[config.mk]
export PLATFORM = sky130hd
export DESIGN_NAME = safe_sync_barrier
export DESIGN_NICKNAME = d
export VERILOG_FILES = /design/src/rtl/safe_sync_barrier_pkg.sv /design/src/rtl/safe_sync_barrier.sv
export SDC_FILE = /design/constraint.sdc
export NUM_CORES = 1
export LEC_CHECK = 0
export CORE_UTILIZATION = 58
export CTS_CLUSTER_SIZE = 25
export DETAILED_ROUTE_END_ITERATION = 10
export GPL_TIMING_DRIVEN = 0
export HOLD_SLACK_MARGIN = 0.05
export PLACE_DENSITY = 0.93
export SETUP_SLACK_MARGIN = 0.4
export SLEW_MARGIN = 5
export SYNTH_ARGS = -nofsm -noshare
export SYNTH_HDL_FRONTEND = slang
export SYNTH_SLANG_ARGS = --single-unit
export TNS_END_PERCENT = 5
[constraint.sdc]
create_clock -name clk_i -period 3.21 [get_ports clk_i]
set_input_delay 0.642 -clock clk_i [delete_from_list [all_inputs] [get_ports clk_i]]
set_output_delay 0.642 -clock clk_i [all_outputs]
set_load 0.01 [all_outputs]
[src/rtl/safe_sync_barrier_pkg.sv]
// safe_sync_barrier_pkg
// Shared types for the dual-core rendezvous barrier.
//   NumCores : number of cores that can take part in a rendezvous
//   mask_t   : one participation/arrival bit per core, bit0 = core 0
//   state_e  : barrier sequencer states
package safe_sync_barrier_pkg;

  localparam int NumCores = 2;

  typedef logic [NumCores-1:0] mask_t;

  typedef enum logic [2:0] {
    IDLE    = 3'd0,  // disarmed, waiting for any enable
    WAIT    = 3'd1,  // armed, collecting arrivals, timeout running
    RELEASE = 3'd2,  // driving the wake pulse
    DRAIN   = 3'd3,  // waiting for woken cores to leave sleep
    HOLD    = 3'd4   // done; parked until software drops all enables
  } state_e;

endpackage

[src/rtl/safe_sync_barrier.sv]
// safe_sync_barrier
// Rendezvous engine for the dual-core safe wrapper. Arms when software sets
// any core<n>sync enable, waits until every enabled core has parked
// (core_sleep high), then wakes all participants together with a common
// pulse. A timeout bounds the wait; an aborted rendezvous still wakes the
// participants but reports timeout instead of sync_done.
//
// Ports
//   clk_i         clock
//   rst_i         synchronous active-high reset
//   core0sync_i   core 0 participates (register bit)
//   core1sync_i   core 1 participates (register bit)
//   core_sleep_i  per-core "parked at barrier" level, bit0 = core 0,
//                 must already be synchronous to clk_i
//   wake_irq_o    per-core wake pulse, WakePulseCycles wide
//   busy_o        barrier armed (WAIT, RELEASE or DRAIN)
//   sync_done_o   one-cycle pulse after a normal rendezvous has drained
//   timeout_o     sticky abort flag, cleared when all enables return to 0
//   state_o       current sequencer state (observation only)
//
// Core protocol: a core raises core_sleep and holds it until it sees its
// wake_irq bit; it then drops core_sleep. The barrier only finishes (and
// can only re-arm) after every woken core has dropped core_sleep and
// software has cleared all enables.
module safe_sync_barrier
  import safe_sync_barrier_pkg::*;
#(
  parameter int TimeoutCycles   = 1024,
  parameter int WakePulseCycles = 4
) (
  input  logic                clk_i,
  input  logic                rst_i,
  input  logic                core0sync_i,
  input  logic                core1sync_i,
  input  logic [NumCores-1:0] core_sleep_i,
  output logic [NumCores-1:0] wake_irq_o,
  output logic                busy_o,
  output logic                sync_done_o,
  output logic                timeout_o,
  output state_e              state_o
);

  // The counter serves both the WAIT timeout and the RELEASE pulse width, so
  // it is sized for whichever limit is larger.
  localparam int CntMax = (TimeoutCycles > WakePulseCycles) ? TimeoutCycles : WakePulseCycles;
  localparam int CntW   = $clog2(CntMax + 1);

  localparam logic [CntW-1:0] TimeoutLast = CntW'(TimeoutCycles - 1);
  localparam logic [CntW-1:0] PulseLast   = CntW'(WakePulseCycles - 1);
  localparam logic [CntW-1:0] CntSat      = {CntW{1'b1}};

  state_e          state_q, state_d;
  logic [CntW-1:0] cnt_q, cnt_d;
  mask_t           arrived_q, arrived_d;
  mask_t           mask_lat_q, mask_lat_d;
  logic            timeout_q, timeout_d;
  logic            sync_done_q, sync_done_d;

  mask_t           mask;
  mask_t           seen;
  logic            complete;
  logic [CntW-1:0] cnt_inc;

  assign mask = {core1sync_i, core0sync_i};

  // Arrivals so far plus this cycle's sleepers, restricted to the current
  // mask. Masking here drops the arrival bits of cores that software removed
  // and lets a shrinking mask complete in the same cycle.
  assign seen     = (arrived_q | core_sleep_i) & mask;
  assign complete = (seen == mask);

  // Saturating increment: the counter never wraps back to zero.
  assign cnt_inc = (cnt_q == CntSat) ? cnt_q : cnt_q + CntW'(1);

  always_ff @(posedge clk_i) begin
    if (rst_i) begin
      state_q     <= IDLE;
      cnt_q       <= '0;
      arrived_q   <= '0;
      mask_lat_q  <= '0;
      timeout_q   <= 1'b0;
      sync_done_q <= 1'b0;
    end else begin
      state_q     <= state_d;
      cnt_q       <= cnt_d;
      arrived_q   <= arrived_d;
      mask_lat_q  <= mask_lat_d;
      timeout_q   <= timeout_d;
      sync_done_q <= sync_done_d;
    end
  end

  always_comb begin
    state_d     = state_q;
    cnt_d       = cnt_q;
    arrived_d   = arrived_q;
    mask_lat_d  = mask_lat_q;
    timeout_d   = timeout_q;
    sync_done_d = 1'b0;

    unique case (state_q)
      IDLE: begin
        if (mask != '0) begin
          state_d   = WAIT;
          cnt_d     = '0;
          arrived_d = '0;
        end
      end

      WAIT: begin
        if (mask == '0) begin
          // Software abort: no wake, no status.
          state_d   = IDLE;
          cnt_d     = '0;
          arrived_d = '0;
        end else if (complete) begin
          // Completion has priority over a timeout in the same cycle.
          state_d    = RELEASE;
          cnt_d      = '0;
          arrived_d  = '0;
          mask_lat_d = mask;
        end else if (cnt_q == TimeoutLast) begin
          state_d    = RELEASE;
          cnt_d      = '0;
          arrived_d  = '0;
          mask_lat_d = mask;
          timeout_d  = 1'b1;
        end else begin
          arrived_d = seen;
          cnt_d     = cnt_inc;
        end
      end

      RELEASE: begin
        if (cnt_q == PulseLast) begin
          state_d = DRAIN;
          cnt_d   = '0;
        end else begin
          cnt_d = cnt_inc;
        end
      end

      DRAIN: begin
        if ((core_sleep_i & mask_lat_q) == '0) begin
          sync_done_d = ~timeout_q;
          state_d     = HOLD;
        end
      end

      HOLD: begin
        // Stay here while enables remain set so the same request cannot
        // re-arm the barrier.
        if (mask == '0) begin
          timeout_d = 1'b0;
          state_d   = IDLE;
        end
      end

      default: begin
        state_d = IDLE;
      end
    endcase
  end

  assign wake_irq_o  = (state_q == RELEASE) ? mask_lat_q : '0;
  assign busy_o      = (state_q == WAIT) || (state_q == RELEASE) || (state_q == DRAIN);
  assign sync_done_o = sync_done_q;
  assign timeout_o   = timeout_q;
  assign state_o     = state_q;

endmodule
==> metrics.yaml, run 1 <==
outcome: "complete, no violations"
cts_buffers: 3
die_area_um2: 2160
mappedNetlistArea_um2: 1150
fmax_mhz: 396
netSwitchingPower_mw: 0.296
fp.dieH_um: 46.5
hold_slack_ns: 0.480
drt_first_iter_violations: 40
fin_setup_tns_ns: 0
cts_resized: 0
layout_worst_path_cycle_share: 0.787
avgSynthCellArea_um2: 8.37
initial_utilization: 0.643
vdd_drop_max_mv: 0.541
synth_edf_count: 0
rows: 15
dp_hpwl_um: 1830
cts_sinks: 20
pwr-share-clk: 0.248
worstHoldPathCells: 1
final_common_cell: "dfxtp_1"
setup_violations: 0
cp.arrival_ns: 1.89
ioPinCount: 14
power_density_nw_per_um2: 630
reg2reg_slack_ns: 0.97
routed_wl_um: 2490
antenna_found_initial: 0
htree_levels: 1
ant_nets: 0
internal_power_mw: 0.554
synth_async_sr_flop_share: 0
crit_required_ns: 2.57
fin_crit_ns: 2.53
worst_slew_pin_slew_ns: 0.525
grt-ovfl-total: 0
rsz0062_at_grt: "false"
synth_seq_area_share: 0.349
drv_cap: 0
synth_flop_cell: "dfxtp_1"
r2r_cells: 7
reg2reg_from: "cnt_q[0]"
num_vias: 1093
slew_headroom: 0.649
drc: 0
viasPerCell: 6.14
grt_max_degree: 13
synthToLayoutAreaGrowth_pct: 17.8
place.gp.congestion: 0.898
cts_buffer_depth: 2
cts_root_buffer: "clkbuf_4"
drt_pre_antenna_iters: 4
drv_slew: 0
syn_nets: 144
hold_start: "timeout_o"
n_antenna_cell: 0
wl_per_cell_um: 14.0
nNetsFinal: 161
synthesis.instances: 137
power_leakage_nw: 0.513
layout_common_cells: "dfxtp_1 (20), nor2_1 (16), clkdlybuf4s50_1 (12), nand3_1 (9), nand2_1 (8)"
multi_input_area_um2: 677
p_comb_frac: 0.399
start_kind: "register"
ctsHoldBuffers: 0
clk_latency_ns: 0.32
io_buffers: 12
critPathMaxFanout: 10
ys_warn_count: 0
die_w_um: 46.5
p_seq_frac: 0.353
min_path_type: "reg2reg"
yosysUniqueCellTypes: 44
track_usage: 0.258
grt_pass1_wl_um: 3930
min_to: "sync_done_o"
hold_viol_final: 0
cts_tree: "built"
clkTransAtPathRegs_ns: 0.11
grt_pass1_vias: 898
seq_area_um2: 400
fin_skew_ns: 0.0105
core_um2: 1780
nFillCells: 129
cts_setup_buffers: 0
fin_util: 0.757
synth-seq-cells: 20
critPathCaptureType: "output pin"
p_sw_frac: 0.348
r2r_end: "cnt_q[0]"
drive_gt1_frac: 0.137
critPathKind: "reg2out"
[synthesized netlist by cell type (2+ instances only)]
cell type / instances / share of area
nand3_1: 9 / 0.039
dfxtp_1: 20 / 0.35
a21oi_1: 7 / 0.031
o31ai_1: 3 / 0.020
a21o_1: 4 / 0.026
mux2i_1: 2 / 0.017
nand2_1: 8 / 0.026
a22oi_1: 3 / 0.020
a311oi_1: 3 / 0.023
o21a_1: 3 / 0.020
and2_1: 2 / 0.011
or4_2: 2 / 0.015
or2_2: 3 / 0.016
nor2_1: 16 / 0.052
inv_1: 3 / 0.0098
xor2_1: 4 / 0.031
nor3b_1: 4 / 0.026
or4_1: 4 / 0.026
o21ai_0: 7 / 0.031
nor3_1: 4 / 0.017
buf_6: 3 / 0.029
[metal layers]
metal | vias up | routed length, um | track usage | part of all wire
met1 | 508 | 1200 | 0.356 | 0.48
met3 | 7 | 128 | 0.0706 | 0.051
met4 | 0 | 42 | 0.106 | 0.017
met5 | - | 0 | 0 | 0
met2 | 37 | 1120 | 0.372 | 0.45
li1 | 541 | - | - | -
[per-stage QoR]
stage                     total power [mW]  area [um^2]  setup WS [ns]  std cells
after detailed placement             0.638         1300          0.589        174
after CTS                            0.846         1350          0.686        178
after global routing                 0.890         1350          0.573        178
after floorplan                      0.531         1150           1.21        137
after global placement               0.623         1300          0.683        174
final                                0.850         1350          0.682        178
[sequential cells by signal, indices dropped and copies added (netlist names)]
signal       count
cnt_q           11
mask_lat_q       2
arrived_q        2
state_o          3
sync_done_o      1
timeout_o        1
[critical path: stages (launching register included)]
cell and delay (ns):
dfxtp_1 0.34, buf_4 0.17, nor3b_1 0.35, and2_1 0.19, clkdlybuf4s50_1 0.53
[worst max path at each step]
stage                startpoint       endpoint  slack [ns]  depth (start not counted)
floorplan              cnt_q[0]     state_o[0]        1.21                          6
detailed placement  core0sync_i       cnt_q[5]        0.59                          6
finish               state_o[2]  wake_irq_o[0]        0.68                          4
global route         state_o[1]  wake_irq_o[0]        0.57                          4
CTS                  state_o[2]  wake_irq_o[1]        0.69                          4
global placement    core0sync_i       cnt_q[5]        0.68                          6
[cells by family after synthesis]
family                     synth area share
adders and majority gates            0.0109
xor gates and xnor gates             0.0306
and+or+nand+nor                       0.295
muxes                                0.0175
buffers and inverters                0.0600
DFF                                   0.349
AOI/OAI and AO/OA                     0.237
[power groups by stage]
stage               Sequential, mW  Clock (mW)  Combinational, mW
finish                       0.300       0.211              0.339
global placement             0.303           0              0.321
global route                 0.303       0.220              0.367
floorplan                    0.307           0              0.224
CTS                          0.299       0.212              0.335
detailed placement           0.304           0              0.333
[area by class of cell]
| class | instances | share of cell area |
|---|---|---|
| tap | 25 | 0.0232 |
| sequential | 20 | 0.297 |
| timing repair buffer | 12 | 0.0890 |
| clock buffer | 3 | 0.0167 |
| multi-input combinational | 107 | 0.501 |
| inverter | 3 | 0.00834 |
| buffer | 7 | 0.0426 |
| clock inverter | 1 | 0.0222 |
No activity file was read; power rests on OpenSTA's default activity.
==> run 2: changes to the inputs <==
--- a/config.mk
+++ b/config.mk
@@ -5,12 +5,12 @@
 export SDC_FILE = /design/constraint.sdc
 export NUM_CORES = 1
 export LEC_CHECK = 0
-export CORE_UTILIZATION = 58
+export CORE_UTILIZATION = 49
 export CTS_CLUSTER_SIZE = 25
 export DETAILED_ROUTE_END_ITERATION = 10
 export GPL_TIMING_DRIVEN = 0
 export HOLD_SLACK_MARGIN = 0.05
-export PLACE_DENSITY = 0.93
+export PLACE_DENSITY = 0.84
 export SETUP_SLACK_MARGIN = 0.4
 export SLEW_MARGIN = 5
 export SYNTH_ARGS = -nofsm -noshare
==> constraint.sdc (replaced) <==
create_clock -name clk_i -period 2.31 [get_ports clk_i]
set_input_delay 0.462 -clock clk_i [delete_from_list [all_inputs] [get_ports clk_i]]
set_output_delay 0.462 -clock clk_i [all_outputs]
set_load 0.01 [all_outputs]
==> metrics.yaml, run 2 (same netlist as run 1, synthesis figures left out) <==
htree_levels: 1
cts_buffers: 3
cp.arrival_ns: 2.30
hold_start: "timeout_o"
start_kind: "register"
drt_first_iter_violations: 34
cts_tree: "built"
crit_required_ns: 2.53
crit_start: "cnt_q[9]"
cts_sinks: 20
viasPerCell: 6.10
grt_pass1_vias: 1100
drv_cap: 0
num_vias: 1172
vdd_drop_max_mv: 0.607
layout_common_cells: "nor2_1 (14), buf_4 (12), dfxtp_1 (12), clkdlybuf4s50_1 (10), nand3_1 (9)"
rows: 17
fmax_mhz: 481
hold_viol_final: 0
routed_wl_um: 3010
fin_setup_tns_ns: 0
dp_hpwl_um: 1940
power_density_nw_per_um2: 823
drive_gt1_frac: 0.305
power_mw: 1.24
n_antenna_cell: 0
rsz0062_at_grt: "true"
grt_max_degree: 12
r2r_cells: 6
drc: 0
setup_violations: 0
die_area_um2: 2540
nNetsFinal: 172
min_path_type: "reg2reg"
initial_utilization: 0.518
regMostFlops: "cnt_q"
slew_headroom: 0.750
wl_per_cell_um: 15.7
layout_worst_path_cycle_share: 0.900
clkTransAtPathRegs_ns: 0.12
largest_register_ffs: 11
nFillCells: 187
clk_latency_ns: 0.31
outcome: "complete, no violations"
cts_root_buffer: "clkbuf_4"
die_w_um: 50.4
grt-ovfl-total: 0
fin_skew_ns: 0.00225
ioPinCount: 14
antenna_found_initial: 0
drv_slew: 0
drt_pre_antenna_iters: 4
grt_pass1_wl_um: 4760
synthToLayoutAreaGrowth_pct: 31.4
worstHoldPathCells: 1
core_um2: 2210
io_buffers: 12
fp.dieH_um: 50.4
fin_crit_ns: 2.08
critPathKind: "reg2reg"
worst_slew_pin_slew_ns: 0.372
power_leakage_nw: 0.588
ctsHoldBuffers: 0
critPathCaptureType: "register"
cts_buffer_depth: 2
critPathMaxFanout: 6
place.gp.congestion: 0.784
ant_nets: 0
final_common_cell: "nor2_1"
track_usage: 0.245
reg2reg_from: "cnt_q[9]"
[run 2: changes by cell type in the layout (fill, tap and decap cells not counted), moves of 2 or more]
cell | before | now
buf_4 | 1 | 12
clkdlybuf4s50_1 | 12 | 10
dfxtp_1 | 20 | 12
dfxtp_2 | 0 | 4
dfxtp_4 | 0 | 4
dlygate4sd2_1 | 0 | 2
nor2_1 | 16 | 14
nor2_2 | 0 | 2
or4_1 | 4 | 2
or4_4 | 1 | 3
[run 2: area by class of cell]
class | instances | area, um^2 | area share
Buffer | 7 | 58.8 | 0.0390
Clock buffer | 4 | 36.3 | 0.0241
Tap cell | 28 | 35.0 | 0.0233
Inverter | 3 | 11.3 | 0.00748
Multi-Input combinational cell | 107 | 744 | 0.494
Timing Repair Buffer | 23 | 200 | 0.133
Sequential cell | 20 | 420 | 0.279
[run 2: what timing repair did]
| item | in CTS | in global routing |
|---|---|---|
| resized for setup | 15 | 8 |
| endpoints found under the setup margin | 14 | 18 |
| buffers inserted | 7 | 4 |
| pin swaps | 4 | 2 |
[run 2: worst paths after layout]
| path | endpoint | slack [ns] |
|---|---|---|
| worst max-delay path | cnt_q[7] | 0.23 |
| worst min-delay path | sync_done_o | 0.50 |
| worst min register to register | sync_done_o | 0.50 |
| worst max register to register | cnt_q[7] | 0.23 |
[run 2: worst max-delay path, cell delays in order, from the launching register on]
cell and delay, ns:
dfxtp_4 0.38, or4_4 0.52, o41a_1 0.47, a21oi_4 0.24
buf_4 0.15, a311oi_1 0.04, a21o_1 0.17
[run 2: per-layer routing]
| layer | vias up | share of wire | global-route usage |
|---|---|---|---|
| li1 | 559 | - | - |
| met1 | 556 | 0.42 | 0.292 |
| met2 | 43 | 0.50 | 0.429 |
| met3 | 14 | 0.039 | 0.0273 |
| met4 | 0 | 0.040 | 0.125 |
| met5 | - | 0 | 0 |
[run 2: power by group]
part	total [mW]	leakage, nW	internal (mW)	switching [mW]
Combinational	0.611	0.400	0.307	0.303
Sequential	0.414	0.167	0.386	0.0289
Clock	0.215	0.0210	0.0964	0.118
Total	1.24	0.588	0.789	0.451
[run 2: stage by stage]
step                hold WS (ns)  cells  setup slack [ns]  instance area [um^2]  utilization
finish                     0.500    192             0.230                  1510        0.681
global route               0.531    192             0.170                  1510        0.681
CTS                        0.500    188             0.250                  1450        0.657
detailed placement         0.476    177            -0.151                  1320        0.596
global placement           0.455    177           -0.0881                  1320        0.596
floorplan                  0.448    137             0.389                  1160            -
==> run 3: changes to the inputs <==
==> constraint.sdc (replaced) <==
create_clock -name clk_i -period 1.8 [get_ports clk_i]
set_input_delay 0.36 -clock clk_i [delete_from_list [all_inputs] [get_ports clk_i]]
set_output_delay 0.36 -clock clk_i [all_outputs]
set_load 0.01 [all_outputs]
==> metrics.yaml, run 3 (same netlist as run 1, synthesis figures left out) <==
drc: 0
stdcell_count: 190
ctsHoldBuffers: 0
place_inst: 177
hold_slack_ns: 0.381
fin_util: 0.684
viasPerCell: 6.25
grt-ovfl-total: 0
min_path_type: "in2reg"
final_common_cell: "nor2_1"
fmax_mhz: 487
clkTransAtPathRegs_ns: 0.12
antenna_found_initial: 0
place.gp.congestion: 0.784
die_area_um2: 2540
cts_root_buffer: "clkbuf_4"
fp.dieH_um: 50.4
internal_power_mw: 0.990
drv_slew: 0
netSwitchingPower_mw: 0.577
rows: 17
io_buffers: 12
fin_skew_ns: 0.00478
track_usage: 0.245
drt_first_iter_violations: 41
die_w_um: 50.4
cts_buffers: 3
critPathCaptureType: "register"
n_antenna_cell: 0
setup_violations: 13
hold_viol_final: 0
p_seq_frac: 0.342
layout_worst_path_cycle_share: 1.14
power_leakage_nw: 0.602
cts_tree: "built"
slew_headroom: 0.738
drt_pre_antenna_iters: 4
drive_gt1_frac: 0.364
cts_sinks: 20
pwr-share-clk: 0.176
critPathKind: "reg2reg"
critPathMaxFanout: 6
core_um2: 2210
power_density_nw_per_um2: 1040
ant_nets: 0
fin_ws_ns: -0.252
worst_slew_pin_slew_ns: 0.391
regMostFlops: "cnt_q"
nNetsFinal: 170
crit_slowest_cell: "or4_1"
start_kind: "register"
wl_per_cell_um: 15.8
drv_cap: 0
ioPinCount: 14
grt_pass1_vias: 1094
violations: "setup timing"
grt_max_degree: 12
crit_path_max_incr_delay_ns: 0.52
synthToLayoutAreaGrowth_pct: 32.0
cp.arrival_ns: 2.31
dp_hpwl_um: 1940
htree_levels: 1
layout_common_cells: "nor2_1 (15), dfxtp_1 (9), buf_4 (9), nand3_1 (8), dfxtp_2 (8)"
vdd_drop_max_mv: 0.784
num_vias: 1188
p_comb_frac: 0.482
rsz0062_at_grt: "true"
fin_crit_ns: 2.05
crit_required_ns: 2.06
path_cells: "or4_4 > o41a_1 > or4_1 > a21oi_2"
grt_pass1_wl_um: 4710
outcome: "finished, violations left"
p_sw_frac: 0.368
largest_register_ffs: 11
initial_utilization: 0.518
cts_buffer_depth: 2
routed_wl_um: 3000
clk_latency_ns: 0.31
## run 3: per-layer routing
metal  GRT usage  share of wire
met5           0              0
met4       0.144          0.045
met3      0.0303          0.044
met2       0.418           0.50
met1       0.292           0.41
## run 3: critical path, delay by kind of cell, from the launching register on
family           cells  cell delay (ns)
AND/OR/NAND/NOR      2             1.02
AO/OA/AOI/OAI        2             0.59
flip-flops           1             0.40
## run 3: cell type report
class,instances,area [um^2]
inverter,3,11.3
sequential,20,422
fill,183,699
multi-input combinational,107,771
buffer,7,65.1
clock buffer,4,36.3
tap,28,35.0
timing repair buffer,21,173
## run 3: power groups by stage
stage	logic [mW]	clock network (mW)	registers [mW]
after CTS	0.689	0.273	0.537
after global placement	0.579	0	0.548
final	0.755	0.275	0.536
after detailed placement	0.592	0	0.552
after global routing	0.824	0.294	0.543
after floorplan	0.403	0	0.557
## run 3: path summary, 6_finish.rpt
kind / start / to / slack, ns / cells past startpoint
hold reg to reg: timeout_o / sync_done_o / 0.47 / 1
setup / recovery: cnt_q[10] / state_o[0] / -0.25 / 4
hold / removal: rst_i / state_o[1] / 0.38 / 3
setup reg to reg: cnt_q[10] / state_o[0] / -0.25 / 4
## run 3: what timing repair did
item,4_1_cts,5_1_grt
pin swaps,13,6
buffers inserted,7,2
setup endpoints to repair,26,23
gates resized for setup,35,7
## run 3: through the flow
stage / setup WS, ns / total power [mW] / area, um^2 / setup TNS [ns]
3_5_place_dp: -0.559 / 1.14 / 1320 / -4.82
5_1_grt: -0.326 / 1.66 / 1510 / -3.30
3_3_place_gp: -0.496 / 1.13 / 1320 / -3.78
6_report: -0.252 / 1.57 / 1510 / -2.25
4_1_cts: -0.250 / 1.50 / 1470 / -1.88
2_1_floorplan: -0.121 / 0.960 / 1160 / -0.363
